<file path="src/rtl/io_irq_controller.sv">
// Interrupt producer for the CPU: latches device request edges, picks the lowest
// enabled source, raises it on io_in and tracks it through acknowledge and kernel return.
module io_irq_controller #(
   parameter int HOLDOFF     = 2,
   parameter int ACK_TIMEOUT = 64
) (
   input  logic        CLK,
   input  logic        Reset,
   input  logic [15:0] dev_req,
   input  logic        mask_we,
   input  logic [15:0] mask_wdata,
   input  logic        in_kernel,
   input  logic        kernel_done,
   output logic [15:0] io_in,
   output logic [3:0]  irq_id,
   output logic [15:0] pending,
   output logic        busy,
   output logic        timeout_err,
   output logic [15:0] irq_count
);

   localparam int TMAX = (ACK_TIMEOUT > HOLDOFF) ? ACK_TIMEOUT : HOLDOFF;
   localparam int TW   = $clog2(TMAX + 1);

   typedef enum logic [1:0] {
      S_IDLE    = 2'd0,
      S_ASSERT  = 2'd1,
      S_SERVICE = 2'd2,
      S_RETIRE  = 2'd3
   } state_t;

   state_t        r_state;
   logic [TW-1:0] r_timer;
   logic [15:0]   r_prev_req;
   logic [15:0]   r_mask;
   logic [15:0]   r_pending;
   logic [15:0]   r_io_in;
   logic [3:0]    r_irq_id;
   logic          r_timeout_err;
   logic [15:0]   r_irq_count;

   logic [15:0]   w_rise;
   logic [15:0]   w_eligible;
   logic [15:0]   w_clr;
   logic [3:0]    w_sel;
   logic          w_any;

   assign w_rise     = dev_req & ~r_prev_req;
   assign w_eligible = r_pending & r_mask;
   assign w_any      = |w_eligible;
   assign w_clr      = (r_state == S_ASSERT && in_kernel) ? (16'h0001 << r_irq_id) : 16'h0000;

   // Scan from the top so the lowest eligible index is the last one written.
   always_comb begin
      w_sel = 4'd0;
      for (int i = 15; i >= 0; i--) begin
         if (w_eligible[i]) w_sel = 4'(i);
      end
   end

   // Handshake: io_in stays one-hot and stable in ASSERT until in_kernel is seen
   // high (accept) or the ack timer expires; kernel_done then closes the service.
   always_ff @(posedge CLK or posedge Reset) begin
      if (Reset) begin
         r_state       <= S_IDLE;
         r_timer       <= '0;
         r_prev_req    <= 16'h0000;
         r_mask        <= 16'hFFFF;
         r_pending     <= 16'h0000;
         r_io_in       <= 16'h0000;
         r_irq_id      <= 4'd0;
         r_timeout_err <= 1'b0;
         r_irq_count   <= 16'h0000;
      end else begin
         r_prev_req <= dev_req;
         if (mask_we) r_mask <= mask_wdata;
         // A new edge on the bit being acknowledged survives the clear.
         r_pending <= (r_pending & ~w_clr) | w_rise;
         case (r_state)
            S_IDLE: begin
               if (w_any) begin
                  r_irq_id <= w_sel;
                  r_io_in  <= 16'h0001 << w_sel;
                  r_timer  <= '0;
                  r_state  <= S_ASSERT;
               end else begin
                  r_io_in <= 16'h0000;
               end
            end
            S_ASSERT: begin
               if (in_kernel) begin
                  r_io_in <= 16'h0000;
                  if (r_irq_count != 16'hFFFF) r_irq_count <= r_irq_count + 16'd1;
                  r_state <= S_SERVICE;
               end else if (r_timer == TW'(ACK_TIMEOUT - 1)) begin
                  r_io_in       <= 16'h0000;
                  r_timeout_err <= 1'b1;
                  r_timer       <= '0;
                  r_state       <= S_RETIRE;
               end else begin
                  r_timer <= r_timer + 1'b1;
               end
            end
            S_SERVICE: begin
               r_io_in <= 16'h0000;
               if (kernel_done) begin
                  r_timer <= '0;
                  r_state <= S_RETIRE;
               end
            end
            S_RETIRE: begin
               r_io_in <= 16'h0000;
               if (r_timer == TW'(HOLDOFF - 1)) r_state <= S_IDLE;
               else                             r_timer <= r_timer + 1'b1;
            end
            default: r_state <= S_IDLE;
         endcase
      end
   end

   assign io_in       = r_io_in;
   assign irq_id      = r_irq_id;
   assign pending     = r_pending;
   assign busy        = (r_state != S_IDLE);
   assign timeout_err = r_timeout_err;
   assign irq_count   = r_irq_count;

endmodule

</file>
<file path="config.mk">
export PLATFORM = sky130hd
export DESIGN_NAME = io_irq_controller
export DESIGN_NICKNAME = d
export VERILOG_FILES = /design/src/rtl/io_irq_controller.sv
export SDC_FILE = /design/constraint.sdc
export NUM_CORES = 1
export LEC_CHECK = 0
export CAP_MARGIN = 20
export CORE_AREA = 2 2 91 93
export CTS_CLUSTER_SIZE = 14
export DETAILED_ROUTE_END_ITERATION = 12
export DIE_AREA = 0 0 93 95
export PLACE_DENSITY_LB_ADDON = 0.12
export SYNTH_ARGS = -nofsm -noshare
export SYNTH_HDL_FRONTEND = slang
export SYNTH_SLANG_ARGS = --single-unit
</file>
<file path="constraint.sdc">
create_clock -name CLK -period 7.1 [get_ports CLK]
set_clock_uncertainty 0.1 [all_clocks]
set_input_delay 1.42 -clock CLK [delete_from_list [all_inputs] [get_ports CLK]]
set_output_delay 1.42 -clock CLK [all_outputs]
set_load 0.01 [all_outputs]
</file>
==> reports/metrics.yaml, run 1 <==
status: "complete, no violations"
cts_setup_buffers: 0
synth_area_um2: 4247
setup_viol: 0
cts-resized-gates: 0
die_area_um2: 8835
power_density_nw_per_um2: 287.4
slowest_stage: "a31oi_2"
antenna_cells: 0
maxCapViolations: 0
critPathKind: "in2reg"
synthFlopType: "dfrtp_1"
grt_pass1_vias: 3136
post_synth.cell_area_avg_um2: 11.29
ys_ff_latch: 94
synth_cells: 376
grt_start_max_net_pins: 72
initial_utilization_pct: 53.57
dpl.hpwl_um: 7028
die_w_um: 93
die_y_um: 95
cts_max_level: 3
syn_nets: 420
drt_iter0_drc: 180
synth_warnings: 0
relSlewSlack_pct: 27.19
fmax_ghz: 0.2776
finish.net_count: 515
dr.pass1.iters: 4
finish.utilization_pct: 69.26
clock_latency_ps: 360
worstPathCellList: "clkdlybuf4s50_1 -> or2b_2 -> a31oi_2 -> nor2_1 -> and4b_2 -> a32o_1"
wl_per_cell_um: 16.50
final_common_cell: "clkdlybuf4s50_1"
clock_tree.buffer_depth: 2
min_period_over_period_pct: 50.73
track_usage_pct: 22.52
ys_types: 61
cts_tree: "done"
min_from: "r_prev_req[12]"
cts_buffers: 9
grt_pass1_wl_um: 15460
final_cell_mix: "clkdlybuf4s50_1 (90), dfrtp_1 (78), nand2_1 (38)"
crit_fanout: 24
tightest_slew_ps: 1089
cts.clk_slew.worst_paths_ps: 80
reg2reg_to: "io_in[13]"
ant_nets: 0
holdPathEnd: "pending[12]"
core-area_um2: 7928
ys_seq_area_share_pct: 55.86
totalWireLength_um: 9584
period_minus_slack_ps: 3602
synth_edf_count: 0
gp_congestion: 0.8245
async_reset_ff_share_pct: 100.0
critPathLaunchType: "input pin"
drc_errors: 0
grt_antenna_before_repair: 0
slew_viol_final: 0
io_pins: 91
grt-ovfl-total: 0
hold_viol: 0
cp.arrival_ps: 3750
critPathRequiredTime_ps: 7250
holdBufCountCts: 0
portBuffers: 90
placementRows: 33
fin_tns_setup_ps: 0
rsz0062_at_grt: "no"
vias_per_cell: 5.661
cts_root_buffer: "clkbuf_8"
cts_sinks: 94
ir_drop_mv: 0.1139
reg2reg_from: "r_state[1]"
rrSetupSlack_ps: 4260
end_kind: "flip-flop"
p_leak_nw: 2.307
r2r_cells: 7
area.growth.synth_to_final_pct: 29.29
holdPathStages: 1
min_path_type: "reg2reg"
vias: 3289
drive_above_1_share_pct: 15.13
max_stage_delay_ps: 850
## cells in the mapped netlist, types with 4 or more instances
| library cell | instances | area share [%] |
|---|---|---|
| dfstp_2 | 16 | 9.9 |
| nor3_1 | 5 | 0.59 |
| and3_1 | 4 | 0.59 |
| nor2_1 | 12 | 1.1 |
| nand2_1 | 38 | 3.4 |
| dfrtp_1 | 78 | 46 |
| o31ai_1 | 9 | 1.6 |
| a32o_1 | 4 | 0.94 |
| a21oi_1 | 4 | 0.47 |
| nand3_1 | 10 | 1.2 |
| o21ai_0 | 34 | 4.0 |
| mux2_2 | 22 | 5.8 |
| and2_1 | 7 | 1.0 |
| inv_1 | 27 | 2.4 |
| xnor2_1 | 7 | 1.4 |
| a22o_1 | 5 | 1.0 |
| xor2_1 | 8 | 1.7 |
| ha_1 | 7 | 2.1 |
| o211ai_1 | 8 | 1.4 |
| clkbuf_1 | 7 | 0.62 |
| a22oi_1 | 5 | 0.88 |
## power breakdown
part | leakage, nW | internal (mW) | switching [mW] | total [mW]
Clock | 0.106 | 0.209 | 0.186 | 0.395
Sequential | 1.11 | 0.611 | 0.0866 | 0.698
Combinational | 1.09 | 0.233 | 0.252 | 0.485
## flip-flops by register name (all words and copies together) (netlist names)
signal / count
r_prev_req: 16
r_state: 2
pending: 16
r_timer: 7
irq_id: 4
irq_count: 16
r_mask: 16
timeout_err: 1
io_in: 16
## critical path, delay by kind of cell
family          cells  cell delay, ps
buf+inv             1             440
compound gates      2            1070
simple gates        3             810
## cell families after synthesis
| logic type | synth area share, % |
|---|---|
| AND/OR/NAND/NOR | 12.35 |
| AO/OA/AOI/OAI | 17.30 |
| flip-flops | 55.86 |
| buffers and inverters | 3.271 |
| multiplexers | 6.070 |
| XOR/XNOR | 3.094 |
| adder cells (fa/ha/maj) | 2.062 |
## per-layer routing
metal,track usage [%],wire length (µm),vias up,part of all wire [%]
li1,-,-,1551,-
met1,31.88,4488,1629,47
met2,35.21,4455,101,46
met3,3.990,531,8,5.5
met4,7.966,109,0,1.1
met5,0,0,-,0
## through the flow
stage               std cells  cell area [µm²]  hold slack [ps]  setup WS, ps  power (mW)
global route              581             5490            333.4          3401       1.660
finish                    581             5490            322.2          3498       1.578
global placement          564             5260            302.1          3225       1.170
detailed placement        564             5260            309.6          3142       1.189
CTS                       580             5485            323.1          3512       1.583
floorplan                 376             4247            299.6          3158      0.9795
## cell type report
cell class | instances | area (µm²)
Multi-Input combinational cell | 246 | 1742
Sequential cell | 94 | 2372
Tap cell | 105 | 131.4
Fill cell | 621 | 2437
Clock buffer | 11 | 141.4
Inverter | 28 | 106.4
Clock inverter | 5 | 83.83
Timing Repair Buffer | 92 | 913.4
## worst max-delay path by stage
stage                   start        end  slack (ps)  cells after the start
finish              in_kernel  io_in[13]        3500                      6
CTS                 in_kernel  io_in[13]        3510                      6
floorplan               Reset   io_in[0]        3160                      1
global placement    in_kernel  io_in[13]        3230                      6
detailed placement  in_kernel  io_in[13]        3140                      6
global route        in_kernel  io_in[13]        3400                      6
Note: power is estimated with default switching activity, not from simulation.
==> run 2: changes to the inputs <==
Settings changed: CORE_AREA 2 2 91 93 to 2 2 95 97, DIE_AREA 0 0 93 95 to 0 0 97 99.
Clock period 7.1 ns to 3.5 ns, I/O delays scaled along.
==> reports/metrics.yaml, run 2 (synthesis results as in run 1) <==
status: "complete, no violations"
core-area_um2: 8551
dpl.hpwl_um: 7145
ir_drop_mv: 0.3427
critPathLaunchType: "flip-flop"
cts_tree: "done"
slew_viol_final: 0
rsz0062_at_grt: "no"
max_stage_delay_ps: 570
track_usage_pct: 20.60
slowest_stage: "clkdlybuf4s50_1"
cts_root_buffer: "clkbuf_8"
fin_tns_setup_ps: 0
vias: 3260
maxCapViolations: 0
ant_nets: 0
min_period_over_period_pct: 81.81
final_cell_mix: "clkdlybuf4s50_1 (90), dfrtp_1 (78), nand2_1 (38)"
reg2reg_to: "io_in[13]"
drc_errors: 0
crit_fanout: 8
end_kind: "output pin"
holdPathStages: 1
relSlewSlack_pct: 49.80
min_path_type: "reg2reg"
totalWireLength_um: 9615
reg2reg_from: "r_state[1]"
final_cells: 585
cts_setup_buffers: 0
path_buf_inv: 3
cts.clk_slew.worst_paths_ps: 90
gp_congestion: 0.8377
vias_per_cell: 5.573
finish.net_count: 516
holdPathEnd: "pending[13]"
grt_start_max_net_pins: 64
clock_latency_ps: 360
fmax_ghz: 0.3492
antenna_cells: 0
grt_pass1_wl_um: 15930
grt_antenna_before_repair: 0
clock_tree.buffer_depth: 2
critPathKind: "reg2out"
fillCellCount: 724
die_area_um2: 9603
power_density_nw_per_um2: 571.2
drive_above_1_share_pct: 15.30
multi_input_area_um2: 1742
p_leak_nw: 2.307
area.growth.synth_to_final_pct: 29.32
hold_viol: 0
regArea_um2: 2372
cts_sinks: 94
initial_utilization_pct: 49.66
period_minus_slack_ps: 2863
cts_buffers: 9
r2r_cells: 7
portBuffers: 90
die_y_um: 99
grt-ovfl-total: 0
drt_iter0_drc: 187
holdBufCountCts: 0
setup_viol: 0
tightest_slew_ps: 750.7
wl_per_cell_um: 16.44
rrSetupSlack_ps: 990
cts_max_level: 3
cp.arrival_ps: 2060
cts-resized-gates: 0
dp_cells: 569
io_pins: 91
worstPathCellList: "inv_1 -> ha_1 -> clkinv_1 -> clkdlybuf4s50_1"
critPathRequiredTime_ps: 2700
min_from: "r_prev_req[13]"
path_delay_family: "buffers and inverters"
dr.pass1.iters: 4
final_common_cell: "clkdlybuf4s50_1"
die_w_um: 97
grt_pass1_vias: 3127
placementRows: 34
[run 2: how the worst max path moves through the flow]
stage                     from         to  cells after the start
floorplan                Reset   io_in[0]                      1
global placement     in_kernel  io_in[13]                      6
detailed placement   in_kernel  io_in[13]                      6
CTS                 r_state[0]       busy                      4
global route        r_state[0]       busy                      4
finish              r_state[0]       busy                      4
[run 2: per-layer routing]
layer / track usage [%] / wire (µm)
met1: 30.16 / 4586
met2: 31.78 / 4396
met3: 4.823 / 542
met4: 4.117 / 90
met5: 0 / 0
[run 2: where the power goes]
group | internal (mW) | leakage, nW | switching (mW)
logic | 0.480 | 1.10 | 0.511
registers | 1.24 | 1.11 | 0.173
clock network | 0.350 | 0.0955 | 0.382
[run 2: cell type report]
| class | count | share of cell area, % |
|---|---|---|
| Clock buffer | 11 | 2.575 |
| Clock inverter | 5 | 1.071 |
| Inverter | 28 | 1.937 |
| Multi-Input combinational cell | 246 | 31.72 |
| Sequential cell | 94 | 43.20 |
| Tap cell | 108 | 2.461 |
| Timing Repair Buffer | 93 | 17.04 |
[run 2: stage by stage]
| step | hold WS [ps] | total power [mW] | util (%) | setup WS (ps) | cell area, µm² |
|---|---|---|---|---|---|
| floorplan | 299.6 | 1.987 | - | 277.8 | 4247 |
| global placement | 303.2 | 2.394 | 61.88 | 717.5 | 5291 |
| detailed placement | 309.2 | 2.421 | 61.88 | 640.7 | 5291 |
| CTS | 321.4 | 3.148 | 64.22 | 640.8 | 5492 |
| global route | 341.1 | 3.321 | 64.22 | 536.6 | 5492 |
| finish | 318.5 | 3.137 | 64.22 | 636.7 | 5492 |
